===== src/rtl/branch_resolve_unit.sv =====
// branch_resolve_unit
//   Registered branch resolution stage with a bimodal (2-bit counter) predictor.
//   Resolves the six RISC-V conditional branches one cycle after issue.
//   It computes taken, target and redirect PC, and flags mispredicts against the
//   direction predicted at fetch. Resolved branches train the counter table.
//   Fetch reads the same table through an independent registered lookup port.
//
// Optional feature macro: BRANCH_STATS_EN
//   Adds 32-bit wrapping counters of resolved branches and of mispredicts.
//
// Ports
//   clk_i, rst_ni        clock, asynchronous active-low reset
//   pred_req_i/pred_pc_i fetch lookup request and PC
//   pred_valid_o         lookup result valid, one cycle after pred_req_i
//   pred_taken_o         predicted direction (counter MSB)
//   res_valid_i          instruction presented for resolution
//   opcode_i, funct3_i   instruction opcode and branch condition
//   rs1_i, rs2_i         compare operands
//   pc_i, imm_i          instruction PC and sign-extended B-immediate
//   pred_taken_i         direction predicted at fetch for this instruction
//   flush_i              drop the current input and mask the in-flight result
//   res_valid_o          resolution result valid
//   breq_o, brlt_o       equality / less-than compare results
//   taken_o              branch condition true
//   target_o             pc + imm
//   redirect_pc_o        taken ? target : pc + 4
//   mispredict_o         taken_o != pred_taken_i (valid branches only)
//   stat_branches_o      (BRANCH_STATS_EN) resolved valid branch count
//   stat_mispredicts_o   (BRANCH_STATS_EN) mispredict count

module branch_resolve_unit #(
  parameter int DWIDTH    = 32,
  parameter int BHT_DEPTH = 64
) (
  input  logic              clk_i,
  input  logic              rst_ni,
  input  logic              pred_req_i,
  input  logic [DWIDTH-1:0] pred_pc_i,
  output logic              pred_valid_o,
  output logic              pred_taken_o,
  input  logic              res_valid_i,
  input  logic [6:0]        opcode_i,
  input  logic [2:0]        funct3_i,
  input  logic [DWIDTH-1:0] rs1_i,
  input  logic [DWIDTH-1:0] rs2_i,
  input  logic [DWIDTH-1:0] pc_i,
  input  logic [DWIDTH-1:0] imm_i,
  input  logic              pred_taken_i,
  input  logic              flush_i,
  output logic              res_valid_o,
  output logic              breq_o,
  output logic              brlt_o,
  output logic              taken_o,
  output logic [DWIDTH-1:0] target_o,
  output logic [DWIDTH-1:0] redirect_pc_o,
  output logic              mispredict_o
`ifdef BRANCH_STATS_EN
  ,
  output logic [31:0]       stat_branches_o,
  output logic [31:0]       stat_mispredicts_o
`endif
);

  localparam int         IDX_W      = $clog2(BHT_DEPTH);
  localparam logic [6:0] OPC_BRANCH = 7'b1100011;

  function automatic logic [1:0] sat_inc(input logic [1:0] c);
    return (c == 2'b11) ? 2'b11 : c + 2'b01;
  endfunction

  function automatic logic [1:0] sat_dec(input logic [1:0] c);
    return (c == 2'b00) ? 2'b00 : c - 2'b01;
  endfunction

  logic [1:0] bht [BHT_DEPTH];

  // ---- stage p0: combinational evaluation of the presented instruction ----
  logic signed [DWIDTH-1:0] rs1_s_p0, rs2_s_p0;
  logic [IDX_W-1:0]  res_idx_p0, pred_idx_p0;
  logic              is_branch_p0, cond_ok_p0, breq_p0, slt_p0, ult_p0;
  logic              cond_p0, taken_p0, accept_p0, train_p0;
  logic [DWIDTH-1:0] target_p0, seq_pc_p0;
  logic              unused_pc_bits;

  assign rs1_s_p0     = $signed(rs1_i);
  assign rs2_s_p0     = $signed(rs2_i);
  assign res_idx_p0   = pc_i[IDX_W+1:2];
  assign pred_idx_p0  = pred_pc_i[IDX_W+1:2];
  assign is_branch_p0 = (opcode_i == OPC_BRANCH);
  // funct3 010/011 are reserved branch encodings
  assign cond_ok_p0   = (funct3_i[2:1] != 2'b01);
  assign breq_p0      = (rs1_i == rs2_i);
  assign slt_p0       = (rs1_s_p0 < rs2_s_p0);
  assign ult_p0       = (rs1_i < rs2_i);
  assign target_p0    = pc_i + imm_i;
  assign seq_pc_p0    = pc_i + DWIDTH'(4);
  assign taken_p0     = is_branch_p0 & cond_ok_p0 & cond_p0;
  assign accept_p0    = res_valid_i & ~flush_i;
  assign train_p0     = accept_p0 & is_branch_p0 & cond_ok_p0;
  assign unused_pc_bits = ^{pred_pc_i[DWIDTH-1:IDX_W+2], pred_pc_i[1:0]};

  always_comb begin
    cond_p0 = 1'b0;
    case (funct3_i)
      3'b000:  cond_p0 = breq_p0;
      3'b001:  cond_p0 = ~breq_p0;
      3'b100:  cond_p0 = slt_p0;
      3'b101:  cond_p0 = ~slt_p0;
      3'b110:  cond_p0 = ult_p0;
      3'b111:  cond_p0 = ~ult_p0;
      default: cond_p0 = 1'b0;
    endcase
  end

  // ---- stage p1: registered results and counter table ----
  logic              vld_p1;
  logic              breq_p1, brlt_p1, taken_p1, mispredict_p1;
  logic [DWIDTH-1:0] target_p1, redirect_p1;

  always_ff @(posedge clk_i or negedge rst_ni) begin
    if (!rst_ni) begin
      vld_p1 <= 1'b0;
    end else begin
      vld_p1 <= accept_p0;
    end
  end

  // Result data is qualified by vld_p1 at the outputs, so it needs no reset.
  always_ff @(posedge clk_i) begin
    breq_p1       <= is_branch_p0 & breq_p0;
    brlt_p1       <= is_branch_p0 & (funct3_i[1] ? ult_p0 : slt_p0);
    taken_p1      <= taken_p0;
    mispredict_p1 <= is_branch_p0 & cond_ok_p0 & (taken_p0 != pred_taken_i);
    target_p1     <= target_p0;
    redirect_p1   <= taken_p0 ? target_p0 : seq_pc_p0;
  end

  // Lookup reads the pre-update counter when it collides with a training write.
  always_ff @(posedge clk_i or negedge rst_ni) begin
    if (!rst_ni) begin
      pred_valid_o <= 1'b0;
      pred_taken_o <= 1'b0;
    end else begin
      pred_valid_o <= pred_req_i;
      pred_taken_o <= pred_req_i & bht[pred_idx_p0][1];
    end
  end

  always_ff @(posedge clk_i or negedge rst_ni) begin
    if (!rst_ni) begin
      for (int i = 0; i < BHT_DEPTH; i++) bht[i] <= 2'b01;
    end else if (train_p0) begin
      bht[res_idx_p0] <= taken_p0 ? sat_inc(bht[res_idx_p0])
                                  : sat_dec(bht[res_idx_p0]);
    end
  end

`ifdef BRANCH_STATS_EN
  always_ff @(posedge clk_i or negedge rst_ni) begin
    if (!rst_ni) begin
      stat_branches_o    <= '0;
      stat_mispredicts_o <= '0;
    end else if (train_p0) begin
      stat_branches_o <= stat_branches_o + 32'd1;
      if (taken_p0 != pred_taken_i) stat_mispredicts_o <= stat_mispredicts_o + 32'd1;
    end
  end
`endif

  // ---- output: flush masks the in-flight result in the same cycle ----
  always_comb begin
    res_valid_o   = vld_p1 & ~flush_i;
    breq_o        = res_valid_o & breq_p1;
    brlt_o        = res_valid_o & brlt_p1;
    taken_o       = res_valid_o & taken_p1;
    mispredict_o  = res_valid_o & mispredict_p1;
    target_o      = res_valid_o ? target_p1 : '0;
    redirect_pc_o = res_valid_o ? redirect_p1 : '0;
  end

endmodule


===== config.mk =====
export PLATFORM = sky130hd
export DESIGN_NAME = branch_resolve_unit
export DESIGN_NICKNAME = d
export VERILOG_FILES = /design/src/rtl/branch_resolve_unit.sv
export SDC_FILE = /design/constraint.sdc
export NUM_CORES = 1
export LEC_CHECK = 0
export CAP_MARGIN = 20
export CORE_UTILIZATION = 50
export CTS_BUF_LIST = sky130_fd_sc_hd__clkbuf_4 sky130_fd_sc_hd__clkbuf_8
export DETAILED_ROUTE_END_ITERATION = 7
export PLACE_DENSITY = 0.78
export SYNTH_ARGS = -nofsm -noshare
export SYNTH_HDL_FRONTEND = slang
export SYNTH_SLANG_ARGS = --single-unit
export TNS_END_PERCENT = 1

===== constraint.sdc =====
create_clock -name clk_i -period 3.4 [get_ports clk_i]
set_input_delay 0.85 -clock clk_i [delete_from_list [all_inputs] [get_ports clk_i]]
set_output_delay 0.85 -clock clk_i [all_outputs]
set_load 0.05 [all_outputs]

==> results of run 1 <==
[sequential cells by signal, indices dropped and copies added (netlist names)]
register	cells
mispredict_p1	1
target_p1	32
bht	128
taken_p1	1
pred_valid_o	1
breq_p1	1
vld_p1	1
pred_taken_o	1
brlt_p1	1
redirect_p1	32
[path summary, 6_finish.rpt]
path,startpoint,endpoint,slack (ns),depth (start not counted)
setup / recovery,pc_i[7],redirect_p1[31],0.04,12
hold / removal,rst_ni,bht[29],0.32,1
setup reg to reg,bht[39],bht[86],0.65,9
hold reg to reg,bht[116],bht[116],0.47,2
max in group asynchronous,rst_ni,bht[126],2.27,2
min in group clk_i,bht[116],bht[116],0.47,2
[critical path, stage by stage]
cell and delay (ns):
clkdlybuf4s50_1 0.55, ha_1 0.37, buf_4 0.16, and4_1 0.18
a21o_1 0.18, o211ai_1 0.19, nand3_2 0.16, a21boi_2 0.21
o21ai_0 0.19, a41oi_1 0.31, xnor2_1 0.14, mux2_2 0.28
[cell type report]
type / instances / area share
multi-input combinational: 993 / 0.402
sequential: 199 / 0.277
timing repair buffer: 409 / 0.260
tap: 319 / 0.0234
clock buffer: 17 / 0.0137
clock inverter: 15 / 0.0126
inverter: 50 / 0.0110
antenna: 1 / 0.000147
[repair_timing]
action / 4_1_cts / 5_1_grt
pin swaps: 5 / 8
setup buffers: 0 / 1
gates resized for setup: 15 / 47
setup endpoints to repair: 108 / 158
gates cloned: 0 / 1
[routing by layer]
metal  GRT usage  wire, µm
met1       0.384     14600
met2       0.543     19100
met3      0.0764      3910
met4       0.188      2040
met5           0         0
[power breakdown]
part	internal [W]	leakage (nW)	total [W]	switching, W
logic	0.000739	4.72	0.00153	0.000795
clock network	0.000588	0.214	0.00163	0.00104
registers	0.00247	2.17	0.00249	0.0000215
[through the flow]
step / utilization / setup TNS (ns) / instances / cell area, µm²
2_1_floorplan: - / 0 / 1301 / 11900
3_3_place_gp: 0.701 / -77.64 / 1968 / 16400
5_1_grt: 0.728 / -0.714 / 2003 / 17000
6_report: 0.728 / 0 / 2003 / 17000
4_1_cts: 0.723 / -0.00851 / 2000 / 16900
3_5_place_dp: 0.701 / -89.01 / 1968 / 16400
[Yosys cell counts, drive strengths merged (3+ instances only)]
cell type	number
a311oi	4
nand2b	5
buf	37
nor2b	17
nand4	15
nand2	240
nor3	13
a211oi	5
a221o	8
a31oi	11
o211ai	7
a221oi	13
and2	76
nor3b	4
o21a	3
xor2	24
nor2	48
nand3	47
a22o	6
mux2i	5
o21ai	171
mux4	33
a41oi	3
and3	8
a21boi	6
inv	49
clkbuf	22
dfxtp	68
a22oi	5
a21oi	41
a21o	15
and4	5
ha	64
xnor2	35
dfstp	64
dfrtp	67
mux2	26
[kinds of logic (layout without fill, tap and decap cells)]
kind of cell / Yosys count / after routing
AND/OR/NAND/NOR: 488 / 488
AO/OA/AOI/OAI: 317 / 317
flip-flops: 199 / 199
buffers and inverters: 109 / 491
adder cells (fa/ha/maj): 65 / 65
multiplexers: 64 / 64
XOR/XNOR: 59 / 59
other: 0 / 1
==> metrics.md, run 1 <==
| Metric | Value |
|---|---|
| Pre-CTS WS | -0.670 ns |
| Hold Buf Count CTS | 0 |
| Number of fill cells | ~1600 |
| Tightest Pin Transition | between 0.5 and 0.6 ns |
| Total congestion overflow | 0 |
| Largest family of logic cells by synthesized area | simple AND/OR/NAND/NOR gates |
| EDFF count, synth | 0 |
| Clock tree buffer depth | 2 |
| LEAKAGE | 7.10 nW |
| Post-synthesis net count | 1542 |
| Final Cycle Share | 0.987 |
| Area fraction of the dominant cell type after synthesis | 0.141 |
| Detailed Route Iter0 Violations | 1008 |
| Peak supply drop | 0.259 mV |
| Area of the multi-input gates | 0.00685 mm² |
| CP max FO | 5 |
| TritonCTS buffer count | 17 |
| DR vias | around 12000 |
| Drt first pass iters | 7 |
| Clock transition at the registers of the reported paths | 0.13 ns |
| Initial Utilization | 0.510 |
| Post-synth ARST share | 0.658 |
| Via/cell ratio | 5.88 |
| Syn Inst Count | 1301 |
| Area delta synth->final | 42.9% |
| Post-DP HPWL | 29600 µm |
| Main area contributors after synthesis | dfstp_2 14%, dfrtp_1 14%, dfxtp_1 11% |
| Arr. time, crit path | 3.78 ns |
| Setup CP Type | in2reg |
| Count of input and output buffers | 220 |
| Clock latency on the worst-skew pair | roughly 0.51 ns |
| Rows | 56 |
| Unique masters post-synth | 73 |
| Die Span Y | 156 µm |
| Mux contribution to synthesized area | 0.0910 |
| Final Critical Period | 3.36 ns |
| Clock Sinks | between 150 and 200 |
| Seq/Total Area, Yosys | 0.396 |
| Main synth FF type | dfxtp_1 |
| Post-synthesis register bit count | ~200 |
| Cell Area, Synth | 0.0119 mm² |
| Root buffer cell | clkbuf_8 |
| Area occupied by registers | 0.00472 mm² |
| Synth Area in Simple Gates | 0.195 |
| XOR/XNOR share of the synthesized area | 0.0433 |
| Clock Skew | 0.0218 ns |
| Final Hold Viols | 0 |
| Boundary Pins | approximately 250 |
| Largest net degree at the start of global routing | 65 |
| Hold WC Path Type | in2async |
| Final WS setup | 0.0437 ns |
| GP Congestion | 0.926 |
| Type of origin of the critical path | primary input |
| Max_slew headroom | 0.613 |
| Drt wl/cell | 19.8 µm |
| Final wirelength | 39600 µm |
| H-tree depth | 4 |
| # nets final | between 1500 and 2000 |
| Most common cell after layout, fill and taps aside | nand2_1 |
| Hold_ws | 0.318 ns |
| DRT antenna net count | 0 |
| CTS tree | yes |
| Core Region | 0.0234 mm² |
| Tot Pwr | between 0.005 and 0.006 W |
| # Max-Cap Violations | 0 |
| Die Area | 0.0245 mm² |
| Critical path required time | 3.82 ns |
| Total track usage | 0.325 |
| Syn avg cell area | 9.17 µm² |
| Fin. max-slew vios | 0 |
| # DRC | 0 |
| Vias in the first global route | 11820 |
| Global-route wire length before repair | a little over 60000 µm |
| RSZ-0062 raised after global routing | yes |
| Proportion of layout cells with a drive suffix above 1 | 0.270 |
| Die X | 156 µm |
| Post-synthesis compound-gate area fraction | 0.163 |
| Yosys top cell by area | dfstp_2 |
| Commonest cells after routing, fill and taps aside | 240 x nand2_1, 180 x buf_4, 147 x clkdlybuf4s50_1 |
| F_max | 298 MHz |
| Synth Area in Adders | 0.0688 |
| Run status | finished clean |
| PwrDens | ~330 mW/mm² |
| Crit. End Element | flip-flop |
| Syn. warnings | 0 |
| Final setup violation count | 0 |
| Initial antenna violation count | 1 |
Power figures use the tool's default switching activity.
==> run 2, diff against run 1 <==
--- a/config.mk
+++ b/config.mk
@@ -6,6 +6,7 @@
 export NUM_CORES = 1
 export LEC_CHECK = 0
 export CAP_MARGIN = 20
+export CORE_ASPECT_RATIO = 1.1
 export CORE_UTILIZATION = 50
 export CTS_BUF_LIST = sky130_fd_sc_hd__clkbuf_4 sky130_fd_sc_hd__clkbuf_8
 export DETAILED_ROUTE_END_ITERATION = 7
==> run 2 against run 1 <==
  * Clock skew shrank 0.010 ns
  * Sequential share of layout area fell by 0.25 points
  * Core utilization is 1.5 points higher
  * Global-route usage grew 0.39 points
  * Non-clock buffer count is 12 higher
  * Die area hardly changed
  * Final cell count fell by 0.20%
  * Worst setup slack better by 0.0063 ns
  * Final area increased by 0.90%
  * Sequential power barely moved
  * Maximum frequency rose by 0.19%
  * Largest cell class unchanged
  * Worst hold slack lost 0.12 ns
==> metrics.md, run 2 (synthesized netlist as in run 1, its figures left out) <==
| Metric | Value |
|---|---|
| Count of input and output buffers | between 200 and 250 |
| Boundary Pins | 247 |
| M2 GR Usage | 0.562 |
| Via/cell ratio | 5.90 |
| Arr. time, crit path | 3.72 ns |
| Switching Share | 0.307 |
| Area of the multi-input gates | a little under 0.007 mm² |
| Initial antenna violation count | 2 |
| Max_slew headroom | 0.646 |
| H-tree depth | 4 |
| Hold_ws | 0.197 ns |
| Die Area | 0.0245 mm² |
| Largest reg by FF count | bht |
| Regs by FF count | bht: 128 flops, redirect_p1: 32 flops, target_p1: 32 flops |
| TritonCTS buffer count | 17 |
| Net Sw Power | between 0.0015 and 0.002 W |
| Total congestion overflow | 0 |
| M3 GR Usage | 0.0581 |
| Most used routing layer | met2 |
| Die X | 149 µm |
| # DRC | 0 |
| Clock latency on the worst-skew pair | 0.48 ns |
| Dpl cells | a little under 2000 |
| Tightest Pin Transition | around 0.53 ns |
| Final WS setup | 0.0501 ns |
| RSZ-0062 raised after global routing | yes |
| Setup CP Type | in2reg |
| Critical path required time | 3.77 ns |
| Design area | 0.0172 mm² |
| Initial Utilization | 0.515 |
| Final Critical Period | approximately 3.3 ns |
| Clock Sinks | between 150 and 200 |
| Largest net degree at the start of global routing | between 50 and 60 |
| Hold WC Path Type | in2async |
| Total track usage | 0.329 |
| LEAKAGE | ~7.2 nW |
| Clock Skew | 0.0117 ns |
| Post-DP HPWL | 30700 µm |
| Peak supply drop | 0.265 mV |
| Proportion of layout cells with a drive suffix above 1 | 0.287 |
| Drt first pass iters | 5 |
| Run status | finished clean |
| Drt wl/cell | 20.2 µm |
| P_int | 0.00384 W |
| Pre-CTS WS | -0.658 ns |
| Tot Pwr | 0.00555 W |
| Type of origin of the critical path | primary input |
| # nets final | 1923 |
| CP cell instances | clkdlybuf4s50_1, ha_1, buf_4, nand2_1, and4_1, a31oi_2, a31oi_2, o41ai_2, buf_4, a41oi_4, a311o_1, mux2_2 |
| Fin. max-slew vios | 0 |
| Seq pwr share | 0.449 |
| Rows | 58 |
| Global-route wire length before repair | between 60000 and 70000 µm |
| Die Span Y | 164 µm |
| CP peak stage delay | 0.45 ns |
| Clock Power Share | 0.265 |
| CP max-delay cell | clkdlybuf4s50_1 |
| Area delta synth->final | 44.2% |
| Placed cell areas | 0.0165 mm² |
| Final setup violation count | 0 |
| Crit. End Element | flip-flop |
| DR vias | 11804 |
| Met1 GRT Util | 0.404 |
| Clock tree buffer depth | 2 |
| Most common cell after layout, fill and taps aside | nand2_1 |
| Max reg flops | 128 |
| Vias in the first global route | 11775 |
| Area occupied by registers | between 0.004 and 0.005 mm² |
| Final Cycle Share | 0.985 |
| Number of fill cells | roughly 1500 |
| Fin cells | 1999 |
| Root buffer cell | clkbuf_8 |
| CTS tree | yes |
| CP max FO | 6 |
| Final wirelength | 40300 µm |
| Final Hold Viols | 0 |
| DRT antenna net count | 0 |
| PwrDens | ~320 mW/mm² |
| F_max | 299 MHz |
| Core Region | ~0.023 mm² |
| GP Congestion | approximately 0.98 |
| Clock transition at the registers of the reported paths | ~0.1 ns |
| Comb pwr share | 0.286 |
| Detailed Route Iter0 Violations | 947 |
| # Max-Cap Violations | 0 |
| Commonest cells after routing, fill and taps aside | 240 x nand2_1, 186 x buf_4, 144 x clkdlybuf4s50_1 |
run 2: per-stage QoR:
stage / TNS (ns) / utilization
floorplan: 0 / -
global placement: -69.22 / 0.711
detailed placement: -83.70 / 0.711
CTS: -0.0362 / 0.728
global route: -1.99 / 0.743
finish: 0 / 0.743
run 2: path summary, 6_finish.rpt:
path	startpoint	end	slack, ns	cells past startpoint
worst min register to register	bht[80]	bht[80]	0.47	2
worst max-delay path	imm_i[7]	redirect_p1[28]	0.05	12
max in group asynchronous	rst_ni	bht[124]	2.42	2
worst min-delay path	rst_ni	bht[57]	0.20	1
worst max register to register	bht[113]	bht[11]	0.60	11
min in group clk_i	bht[80]	bht[80]	0.47	2
run 2: repair_timing:
item,CTS,global route
hold buffers,0,0
setup buffers,0,6
setup endpoints to repair,64,164
pin swaps,1,15
gates cloned,0,2
gates resized for setup,6,81
run 2: worst max-delay path, delay by kind of cell:
kind | cells | cell delay [ns]
AO/OA/AOI/OAI | 5 | 1.24
adder cells (fa/ha/maj) | 1 | 0.31
AND/OR/NAND/NOR | 2 | 0.26
multiplexers | 1 | 0.27
buffers and inverters | 3 | 0.78
run 2: metal layers:
layer	part of all wire	up-vias
li1	-	5389
met5	0	-
met3	0.091	139
met1	0.38	5638
met4	0.041	0
met2	0.49	638
run 2: cell type report:
cell class,instances,area share
Multi-Input combinational cell,993,0.403
Clock buffer,22,0.0169
Tap cell,300,0.0218
Inverter,50,0.0109
Timing Repair Buffer,421,0.268
Antenna cell,4,0.000582
Sequential cell,199,0.274
Clock inverter,10,0.00502
run 2: power by group through the flow:
stage	logic, W	clock network, W	registers (W)
CTS	0.00150	0.00148	0.00249
detailed placement	0.00148	0	0.00253
finish	0.00159	0.00147	0.00249
global placement	0.00145	0	0.00253
global route	0.00168	0.00158	0.00250
floorplan	0.000693	0	0.00253
==> run 3, diff against run 2 <==
--- a/config.mk
+++ b/config.mk
@@ -6,7 +6,7 @@
 export NUM_CORES = 1
 export LEC_CHECK = 0
 export CAP_MARGIN = 20
-export CORE_ASPECT_RATIO = 1.1
+export CORE_ASPECT_RATIO = 0.6
 export CORE_UTILIZATION = 50
 export CTS_BUF_LIST = sky130_fd_sc_hd__clkbuf_4 sky130_fd_sc_hd__clkbuf_8
 export DETAILED_ROUTE_END_ITERATION = 7
==> run 3 against run 2 <==
  * Critical endpoint is now bht[37]
  * Final area increased by 0.39%
  * Clock power increased by 8%
  * The flow now finishes with violations (setup timing)
  * Sequential share of layout area decreased by 0.11 points
  * Largest power group unchanged
  * Clock skew increased by 0.0062 ns
  * Via count about the same
==> metrics.md, run 3 (synthesized netlist as in run 1, its figures left out) <==
| Metric | Value |
|---|---|
| Hold WC Path Type | in2async |
| Final Critical Period | roughly 3.4 ns |
| RSZ-0062 raised after global routing | yes |
| PwrDens | 330 mW/mm² |
| H-tree depth | 4 |
| # DRC | 0 |
| Final setup violation count | 2 |
| Tightest Pin Transition | 0.658 ns |
| Die Span Y | 122 µm |
| Type of origin of the critical path | primary input |
| Detailed Route Iter0 Violations | 1415 |
| # Max-Cap Violations | 0 |
| Boundary Pins | 247 |
| Final Hold Viols | 0 |
| Clock Power Share | 0.279 |
| Fin. max-slew vios | 0 |
| Root buffer cell | clkbuf_8 |
| Count of input and output buffers | 220 |
| GP Congestion | between 0.9 and 1 |
| Setup CP Type | in2reg |
| DR vias | 11800 |
| Switching Share | 0.314 |
| Post-DP HPWL | 30200 µm |
| Area delta synth->final | 44.7% |
| Total congestion overflow | 0 |
| TNS Setup | -0.0430 ns |
| Max_slew headroom | 0.562 |
| Run status | finished with violations |
| Arr. time, crit path | 3.85 ns |
| Number of fill cells | around 1600 |
| Failing checks | setup timing |
| Regs by FF count | bht: 128 flops, redirect_p1: 32 flops, target_p1: 32 flops |
| Die Area | 0.0245 mm² |
| P_int | 0.00391 W |
| Clock tree buffer depth | 2 |
| Final Cycle Share | 1.01 |
| Net Sw Power | 0.00179 W |
| Seq pwr share | 0.437 |
| Comb pwr share | 0.284 |
| Peak supply drop | 0.287 mV |
| Final wirelength | 42000 µm |
| Drt wl/cell | 20.9 µm |
| CP max FO | 19 |
| Clock Skew | roughly 0.018 ns |
| Met1 GRT Util | 0.463 |
| Initial Utilization | 0.513 |
| LEAKAGE | roughly 7.2 nW |
| DRT antenna net count | 0 |
| Final WS setup | -0.0399 ns |
| M3 GR Usage | 0.0923 |
| Commonest cells after routing, fill and taps aside | 240 x nand2_1, 176 x buf_4, 145 x clkdlybuf4s50_1 |
| Most used routing layer | met2 |
| Clock latency on the worst-skew pair | between 0.5 and 0.6 ns |
| Critical path required time | 3.81 ns |
| Crit. End Element | flip-flop |
| Hold_ws | between 0.3 and 0.4 ns |
| CTS tree | yes |
| Core Region | between 0.02 and 0.025 mm² |
| Max reg flops | 128 |
| R2R cell count | 11 |
| Clock Sinks | 199 |
| Largest reg by FF count | bht |
| Rows | 43 |
| Via/cell ratio | 5.88 |
| Vias in the first global route | 11123 |
| Initial antenna violation count | 0 |
| Proportion of layout cells with a drive suffix above 1 | 0.286 |
| Dpl cells | 1957 |
| Global-route wire length before repair | 61000 µm |
| Total track usage | 0.325 |
| Fin cells | between 2000 and 2500 |
| Largest net degree at the start of global routing | 70 |
| TritonCTS buffer count | 17 |
| M2 GR Usage | 0.482 |
| Clock transition at the registers of the reported paths | 0.11 ns |
| Most common cell after layout, fill and taps aside | nand2_1 |
| # nets final | 1919 |
| Drt first pass iters | 6 |
| F_max | 291 MHz |
| Tot Pwr | 0.00570 W |
| Die X | 201 µm |
==> run 3: final timing paths <==
path                         start  endpoint  slack [ns]
max in group asynchronous   rst_ni   bht[10]        2.27
setup reg to reg           bht[85]   bht[37]        0.51
hold reg to reg            bht[84]   bht[84]        0.47
min in group clk_i         bht[84]   bht[84]        0.47
hold / removal              rst_ni   bht[17]        0.36
setup / recovery           pc_i[3]   bht[37]       -0.04
==> run 3: layout make-up <==
| class | instances | area [µm²] | share of cell area |
|---|---|---|---|
| clock buffers | 18 | 241 | 0.0140 |
| diodes | 1 | 2.50 | 0.000145 |
| inverters | 50 | 188 | 0.0109 |
| multi-input cells | 993 | 6980 | 0.404 |
| clock inverters | 14 | 153 | 0.00884 |
| well taps | 315 | 394 | 0.0228 |
| flip-flops and latches | 199 | 4720 | 0.273 |
| repair buffers | 417 | 4590 | 0.266 |
==> run 3: power groups by stage <==
stage	sequential (W)	combinational, W	clock (W)
finish	0.00249	0.00162	0.00159
global placement	0.00253	0.00140	0
floorplan	0.00253	0.000693	0
CTS	0.00249	0.00148	0.00160
global route	0.00250	0.00170	0.00170
detailed placement	0.00253	0.00144	0
==> run 3: what timing repair did <==
action                                  CTS  global route
endpoints found under the hold margin     0             0
pin swaps                                12            21
setup buffers                             7             3
endpoints found under the setup margin  135           163
cloned                                    1             6
resized for setup                        22            71
hold buffers                              0             0
==> run 3: per-stage QoR <==
step / area, µm² / worst slack [ns] / util
floorplan: 11900 / 0.00656 / -
global placement: 16300 / -0.564 / 0.703
detailed placement: 16300 / -0.673 / 0.703
CTS: 16900 / -0.00600 / 0.726
global route: 17300 / -0.0198 / 0.743
finish: 17300 / -0.0399 / 0.743
==> run 3: metal layers <==
layer / wire length (µm) / vias to the layer above
li1: - / 5372
met4: 1180 / 0
met2: 17800 / 763
met1: 17600 / 5559
met3: 5410 / 106
met5: 0 / -
==> run 3: critical path, cell delays in order <==
cell and delay, ns:
buf_2 0.33, buf_4 0.38, nor2b_1 0.36, buf_4 0.20, a22o_1 0.16, a221oi_2 0.08, a31oi_1 0.17, nand2_1 0.11
a31oi_4 0.28, nor2_1 0.08, o31a_1 0.29, buf_6 0.17, buf_6 0.16, o21ai_0 0.21
